### config.mk
export PLATFORM = sky130hd
export DESIGN_NAME = mux8_rr_scheduler
export DESIGN_NICKNAME = d
export VERILOG_FILES = /design/src/rtl/mux8_rr_scheduler.sv
export SDC_FILE = /design/constraint.sdc
export NUM_CORES = 1
export LEC_CHECK = 0
export BUFFER_PORTS_ARGS = -buffer_cell sky130_fd_sc_hd__buf_2
export CORE_ASPECT_RATIO = 0.9
export CORE_MARGIN = 2
export CORE_UTILIZATION = 25
export CTS_BUF_LIST = sky130_fd_sc_hd__clkbuf_16
export DETAILED_ROUTE_END_ITERATION = 8
export GPL_TIMING_DRIVEN = 1
export PLACE_DENSITY = 0.48
export SLEW_MARGIN = 25
export SYNTH_ARGS = -nofsm -noshare
export SYNTH_HDL_FRONTEND = slang
export SYNTH_SLANG_ARGS = --single-unit
### constraint.sdc
create_clock -name clk -period 5.9 [get_ports clk]
set_input_delay 1.77 -clock clk [delete_from_list [all_inputs] [get_ports clk]]
set_output_delay 1.77 -clock clk [all_outputs]
set_load 0.02 [all_outputs]
### src/rtl/mux8_rr_scheduler.sv
// Round-robin scheduler sharing one 8:1 transmission-gate mux between 8 requesters.
// It holds the select S stable for a whole grant. Each grant ends after at most
// MAX_HOLD accepted samples. One dead cycle separates consecutive grants so the
// transmission gates can settle before the next select.
//
// Ports:
//   clk    - clock, rising edge
//   rst    - synchronous active-high reset
//   req    - per-input request, req[i] asks for mux input i
//   ack    - downstream accepted the mux output this cycle
//   S      - mux select (registered, changes only on IDLE->GRANT)
//   gnt    - one-hot grant (registered, zero when nothing granted)
//   valid  - S is stable and the mux output carries the granted input
module mux8_rr_scheduler #(
    parameter int unsigned MAX_HOLD = 4
) (
    input  logic       clk,
    input  logic       rst,
    input  logic [7:0] req,
    input  logic       ack,
    output logic [2:0] S,
    output logic [7:0] gnt,
    output logic       valid
);

    localparam int unsigned N_CH = 8;
    localparam int unsigned SEL_W = 3;
    localparam int unsigned CNT_W = $clog2(MAX_HOLD + 1);

    typedef enum logic {
        ST_IDLE  = 1'b0,
        ST_GRANT = 1'b1
    } state_t;

    state_t             state_q, state_d;
    logic [SEL_W-1:0]   ptr_q, ptr_d;
    logic [CNT_W-1:0]   cnt_q, cnt_d;
    logic [SEL_W-1:0]   s_d;
    logic [N_CH-1:0]    gnt_d;
    logic               valid_d;

    logic [SEL_W-1:0]   winner;
    logic               found;
    logic [SEL_W-1:0]   idx;

    // First set request at or above ptr. The 3-bit index wraps from 7 back to 0.
    always_comb begin
        winner = '0;
        found  = 1'b0;
        idx    = '0;
        for (int unsigned i = 0; i < N_CH; i++) begin
            idx = SEL_W'(ptr_q + SEL_W'(i));
            if (!found && req[idx]) begin
                winner = idx;
                found  = 1'b1;
            end
        end
    end

    // Next-state and next-output logic. All outputs are registered below.
    always_comb begin
        state_d = state_q;
        ptr_d   = ptr_q;
        cnt_d   = cnt_q;
        s_d     = S;
        gnt_d   = gnt;
        valid_d = valid;

        unique case (state_q)
            ST_IDLE: begin
                if (found) begin
                    s_d     = winner;
                    gnt_d   = N_CH'(1) << winner;
                    valid_d = 1'b1;
                    cnt_d   = '0;
                    state_d = ST_GRANT;
                end
            end
            ST_GRANT: begin
                // A dropped request wins over a coincident ack, so that ack is not counted.
                if (!req[S] || (ack && (cnt_q == CNT_W'(MAX_HOLD - 1)))) begin
                    gnt_d   = '0;
                    valid_d = 1'b0;
                    ptr_d   = SEL_W'(S + SEL_W'(1));
                    state_d = ST_IDLE;
                end else if (ack) begin
                    cnt_d = CNT_W'(cnt_q + CNT_W'(1));
                end
            end
            default: begin
                state_d = ST_IDLE;
            end
        endcase
    end

    // State, pointer, counter and output registers.
    always_ff @(posedge clk) begin
        if (rst) begin
            state_q <= ST_IDLE;
            ptr_q   <= '0;
            cnt_q   <= '0;
            S       <= '0;
            gnt     <= '0;
            valid   <= 1'b0;
        end else begin
            state_q <= state_d;
            ptr_q   <= ptr_d;
            cnt_q   <= cnt_d;
            S       <= s_d;
            gnt     <= gnt_d;
            valid   <= valid_d;
        end
    end

endmodule

# Word-level counts from Yosys, hierarchy flattened
# Index checks and enable logic that the tools add are counted.
[word_totals]
ff_bits = 19
output_inout_bits = 12
elab_cells = 99
inputBits = 11
[op_classes]
order_cmp = 9
n_mux = 47
eq_ne = 5
shift = 1
n_reduce_logical = 21
addsub = 9
bitwise_logic = 1
[op_table]
columns = ["cell", "count"]
rows = [
  ["$lt A3 B4 Y1 const B", 9],
  ["$mux W3", 11],
  ["$bmux W1 S3", 9],
  ["$mux W1", 21],
  ["$mux W8", 2],
  ["$pmux W8 S2", 1],
  ["$add A3 B3 Y3 const B", 4],
  ["$add A3 B1 Y3 const B", 3],
  ["$logic_and A1 B1 Y1", 8],
  ["$logic_not A1 Y1", 8],
  ["$shl A1 B3 Y8 const A", 1],
  ["$add A3 B2 Y3 const B", 2],
  ["$ne A2 B2 Y1 const B", 3],
  ["$pmux W3 S2", 1],
  ["$reduce_and A2 Y1", 3],
  ["$pmux W1 S2", 2],
  ["$eq A3 B2 Y1 const B", 1],
  ["$reduce_and A3 Y1", 1],
  ["$ne A2 B1 Y1 const B", 1],
  ["$logic_or A1 B1 Y1", 1],
  ["$not A1 Y1", 1],
]

# Logic depth before layout (Yosys ltp)
[logic_depth]
ltp_word = 27
depth_mapped = 13
mapped_depth_nobuf = 10

# Worst setup path before layout
# No wires, ideal clock.
[synth_path]
kind = "in2reg"
startpoint = "input req[6]"
endpoint = "register gnt[2]"
n_path_buf = 0
required_ps = 5839
setup_slack_ps = 2079
t_arrival_ps = 3760
cell_stages = 8
setup_ps = 61
cell_sequence = "mux4_2 -> mux2_4 -> or3_1 -> a31o_1 -> a2bb2oi_4 -> nor2_2 -> o21ai_4 -> a32o_2"
[synth_between]
elab_chain_len = 27
word_cells_on_any_way = 56
cone_classes = "2 x eq/ne; 1 x shift; 36 x mux; 17 x reduce/logical"
[synth_rtl]
columns = ["item", "line_no", "text"]
rows = [
  ["start: declaration", "19", "input logic [7:0] req,"],
  ["$bmux W1 S3", "53", "if (!found && req[idx]) begin"],
  ["$mux W1 (not written as such)", "53", ""],
  ["$mux W1", "53", ""],
  ["$logic_not A1 Y1", "53", ""],
  ["$logic_and A1 B1 Y1", "53", ""],
  ["$mux W1", "53", ""],
  ["$logic_not A1 Y1", "53", ""],
  ["$logic_and A1 B1 Y1", "53", ""],
  ["(+11 left out)", "--", ""],
  ["$logic_and A1 B1 Y1", "53", ""],
  ["$mux W1", "53", ""],
  ["$logic_not A1 Y1", "53", ""],
  ["$logic_and A1 B1 Y1", "53", ""],
  ["$mux W3", "53", ""],
  ["$shl A1 B3 Y8", "73", "gnt_d = N_CH'(1) << winner;"],
  ["$mux W8", "71", "if (found) begin"],
  ["$pmux W8 S2", "69", "unique case (state_q)"],
  ["end signal: assignment", "110", "gnt <= gnt_d;"],
  ["end: declaration", "22", "output logic [7:0] gnt,"],
]
# Parallel ways exist; a longest one is shown, timed or not. The select of a mux whose other input is x is not followed.
# A chain may end at the register's enable or synchronous reset.

# Worst setup path in the final report
[layout_path]
startpoint = "register ptr_q[0]"
endpoint = "register gnt[1]"
[layout_between]
elab_chain_len = 27
word_cells_on_any_way = 58
cone_classes = "7 x add/sub; 1 x eq/ne; 1 x shift; 34 x mux; 15 x reduce/logical"
[layout_rtl]
columns = ["item", "line_no", "text"]
rows = [
  ["start: declaration", "36", "logic [SEL_W-1:0] ptr_q, ptr_d;"],
  ["start signal: assignment", "107", "ptr_q <= ptr_d;"],
  ["branches (longest 27 deep; another with $add A3 B1 Y3)", "--", ""],
]
# Parallel ways; which one is timed is not known. The select of a mux whose other input is x is not followed.

==> summary.txt <==
Yosys
  • Syn Nets: 213
  • Area share of the largest cell type after synthesis: 19.5%
  • Yosys reg bits: 19
  • Largest family of logic cells by synthesized area: multiplexers
  • Synth Area in Compound Gates: 22.6%
  • Post-synthesis sequential area ratio: 19.5%
  • Area leader, netlist: dfxtp_1
  • Synth top area cells: dfxtp_1 (20%), mux4_2 (13%), mux4_1 (5.4%)
  • Adder-cell share of the synthesized area: 3.22%
  • Synth Cell Area: just under 2000 µm²
  • Synthesized area per cell: 9.88 µm²
  • Simple-Gate Fraction of Synth Area: 16.8%
  • Number of distinct library cells after synthesis: 62
  • Mapped Cells: 197
  • XOR/XNOR share of the synthesized area: 2.25%
  • Mux cell area share after synthesis: 28.7%
  • Ys async rst share: 0%
  • Main synth FF type: dfxtp_1
  • Synth Warn #: 0
  • Post-synth EDFFs: 0

Power
  • Pwr/cell area: 502 nW/µm²
  • P_leak: 0.000820 µW
  • Maximum vdd drop: ~0.23 mV

Cells and area
  • Diode count: 0
  • Layout cells sized above 1: approximately 29%
  • Final instance area: 2170 µm²
  • Nets: 231
  • Area growth, synth to finish: 11.6%

STA
  • Max-Slew Margin vs Limit: 45.6%
  • Slew Limit Fails: 0
  • Max Freq: 0.233 GHz
  • Unrepaired setup endpoints after global routing: no
  • Least-Margin Pin Slew: 0.815 ns
  • Period utilization: 72.7%
  • Fin Setup TNS: 0 ns
  • Clock Skew: 0.00321 ns
  • Crit path time final: about 4.3 ns
  • Final hold vios: 0
  • Setup violators final: 0

Setup path
  • Max FO, Critical Path: 20
  • Bufs and invs on worst path: 1
  • Required time of the critical path: 6.06 ns
  • Startpoint Class: flip-flop
  • Reg-to-reg critical path endpoint: gnt[1]$_SDFFE_PP0P_
  • Worst r2r path cells: 9
  • Setup CP Type: flip-flop to flip-flop
  • R2R setup slack: 1.61 ns
  • WP data arrival: ~4.5 ns
  • Worst path slowest cell: dfxtp_1
  • R2r startpoint: ptr_q[0]$_SDFFE_PP0P_
  • Critical path's top delay family: simple AND/OR/NAND/NOR gates
  • Crit-path cells: inv_2 -> ha_1 -> mux4_2 -> nor4_2 -> and3_1 -> a31oi_4 -> nor2_1 -> nand2_1 -> o31ai_1
  • CP Capture Type: flip-flop
  • Crit-path max cell delay: roughly 0.85 ns

Min path
  • Hold WC Path Type: flip-flop to flip-flop
  • HP Start: cnt_q[2]$_SDFFE_PP0P_
  • Worst Hold End: cnt_q[2]$_SDFFE_PP0P_
  • Hold Path Stages: 2

Floorplanning
  • IO Pins: 23
  • Die Y: 87.7 µm
  • Die Area: approximately 8500 µm²
  • Core area: 7540 µm²
  • Core Rows: 30
  • Initial Util: between 20% and 30%
  • DIE WIDTH: slightly below 100 µm

Routing
  • Antenna Nets Post-Route: 0
  • Initial DRC Count: 150
  • Drt drc: 0
  • Vias/cell: 5.43
  • Drt pass-1 iters: 4
  • Final Routed Wirelength: 4790 µm
  • Vias: approximately 1700
  • Wirelength per Cell: 15.4 µm

CTS
  • Post-CTS Resized: 0
  • Clock Pin Slew Worst Setup and Hold Paths: 0.06 ns
  • Htree depth: 1
  • Post-CTS Hold Fix Bufs: 0
  • CTS tree: built
  • CTS root buf: clkbuf_16
  • Worst-skew pair later-pin latency: 0.25 ns
  • CTS Buf Count: 3
  • Clk buf depth: 2
  • Clock Sinks: 19
  • Post-CTS Setup Inserts: 0

Placed design
  • Placement-stage cell area: 2090 µm²
  • Placer Congestion: 0.856
  • Post-DP HPWL: 3560 µm
  • Buffers on Ports: 22

Status
  • Status: finished, final reports clean

Global route
  • Vias in the first global route: 1503
  • Global-route usage over all layers: 11.4%
  • Initial antenna violation count: 0
  • First-pass GRT wire length: between 7000 and 8000 µm
  • Congestion Overflow GR: 0
  • Largest net degree at the start of global routing: 24

Job
  • Max-cap violations: 0
-- final cells by class --
class	instances	area [µm²]
timing repair buffer	24	125
clock buffer	3	75.1
multi-input combinational	158	1430
fill	787	5370
clock inverter	1	3.75
sequential	19	380
inverter	9	33.8
tap	96	120
-- flip-flops by register name (all words and copies together), names as in the netlist --
signal,cells
valid,1
S,3
state_q,1
ptr_q,3
cnt_q,3
gnt,8
-- per-layer routing --
| metal | up-vias | wire length, µm | global-route usage, % |
|---|---|---|---|
| met3 | 3 | 169 | 2.00 |
| met4 | 0 | 18 | 1.54 |
| met5 | - | 0 | 0 |
| met2 | 47 | 2160 | 17.7 |
| met1 | 826 | 2440 | 16.9 |
| li1 | 807 | - | - |
-- where the power goes --
| group | switching (µW) | internal (µW) | total (µW) | leakage [µW] |
|---|---|---|---|---|
| Sequential | 42.3 | 162 | 204 | 0.000155 |
| Clock | 47.7 | 90.1 | 138 | 0.0000423 |
| Combinational | 433 | 315 | 748 | 0.000623 |
| Total | 523 | 567 | 1090 | 0.000820 |
-- cells in the mapped netlist, types with 2 or more instances --
master and instances:
and2_1 2, a221oi_1 2, clkbuf_1 4, buf_6 3
o211a_1 2, nor3_1 4, o21ai_0 3, mux4_2 11
mux2i_1 10, o31ai_1 3, nand2_1 18, buf_12 2
and3_1 3, mux2_2 4, inv_2 2, a32o_1 2
dfxtp_1 19, mux4_1 4, nand2b_1 4, buf_2 2
mux2i_4 2, inv_1 6, xnor2_1 3, o41ai_1 2
xor2_1 2, ha_1 5, a31oi_1 2, nand4b_1 2
nor2_1 17, nand4_1 2, a21oi_1 10, a32o_2 2
nand3_1 7, o2111ai_1 3
-- worst max path at each step --
stage	slack [ns]	to	cells past startpoint	from
2_1_floorplan	2.08	gnt[2]$_SDFFE_PP0P_	8	req[6]
3_3_place_gp	1.65	gnt[4]$_SDFFE_PP0P_	10	ptr_q[0]$_SDFFE_PP0P_
3_5_place_dp	1.61	gnt[4]$_SDFFE_PP0P_	9	ptr_q[0]$_SDFFE_PP0P_
4_1_cts	1.59	gnt[2]$_SDFFE_PP0P_	10	ptr_q[0]$_SDFFE_PP0P_
5_1_grt	1.15	gnt[4]$_SDFFE_PP0P_	9	ptr_q[0]$_SDFFE_PP0P_
6_report	1.61	gnt[1]$_SDFFE_PP0P_	9	ptr_q[0]$_SDFFE_PP0P_
-- worst register-to-register path, cell delays in order (launching register included) --
cell and delay [ns]:
dfxtp_1 0.85, inv_2 0.27, ha_1 0.82, mux4_2 0.67, nor4_2 0.45, and3_1 0.32, a31oi_4 0.17, nor2_1 0.46
nand2_1 0.11, o31ai_1 0.08
-- metrics by stage --
| stage | total power, µW | cells | utilization (%) | hold WS (ns) | worst slack [ns] |
|---|---|---|---|---|---|
| 3_3_place_gp | 960 | 306 | 27.7 | 0.440 | 1.65 |
| 5_1_grt | 1170 | 310 | 28.8 | 0.479 | 1.15 |
| 6_report | 1090 | 310 | 28.8 | 0.450 | 1.61 |
| 2_1_floorplan | 832 | 197 | - | 0.432 | 2.08 |
| 4_1_cts | 1090 | 310 | 28.8 | 0.452 | 1.59 |
| 3_5_place_dp | 948 | 306 | 27.7 | 0.446 | 1.61 |
-- logic make-up after synthesis --
kind of cell | Yosys count
XOR/XNOR | 5
multiplexers | 32
buffers and inverters | 20
AO/OA/AOI/OAI | 50
flip-flops | 19
AND/OR/NAND/NOR | 66
adder cells (fa/ha/maj) | 5
-- cells in the final DEF, fill, tap and decap left out, types with 3 or more instances in the layout --
cell,n
nand2_1,18
mux4_1,4
o31ai_1,3
mux2i_1,10
mux2_2,4
dfxtp_1,19
xnor2_1,3
o21ai_0,3
ha_1,5
a21oi_1,10
buf_2,22
nor2_1,17
nor3_1,4
nand3_1,7
nand2b_1,4
inv_1,7
o2111ai_1,3
mux4_2,11
clkbuf_16,3
and3_1,3
Power figures use the tool's default switching activity.
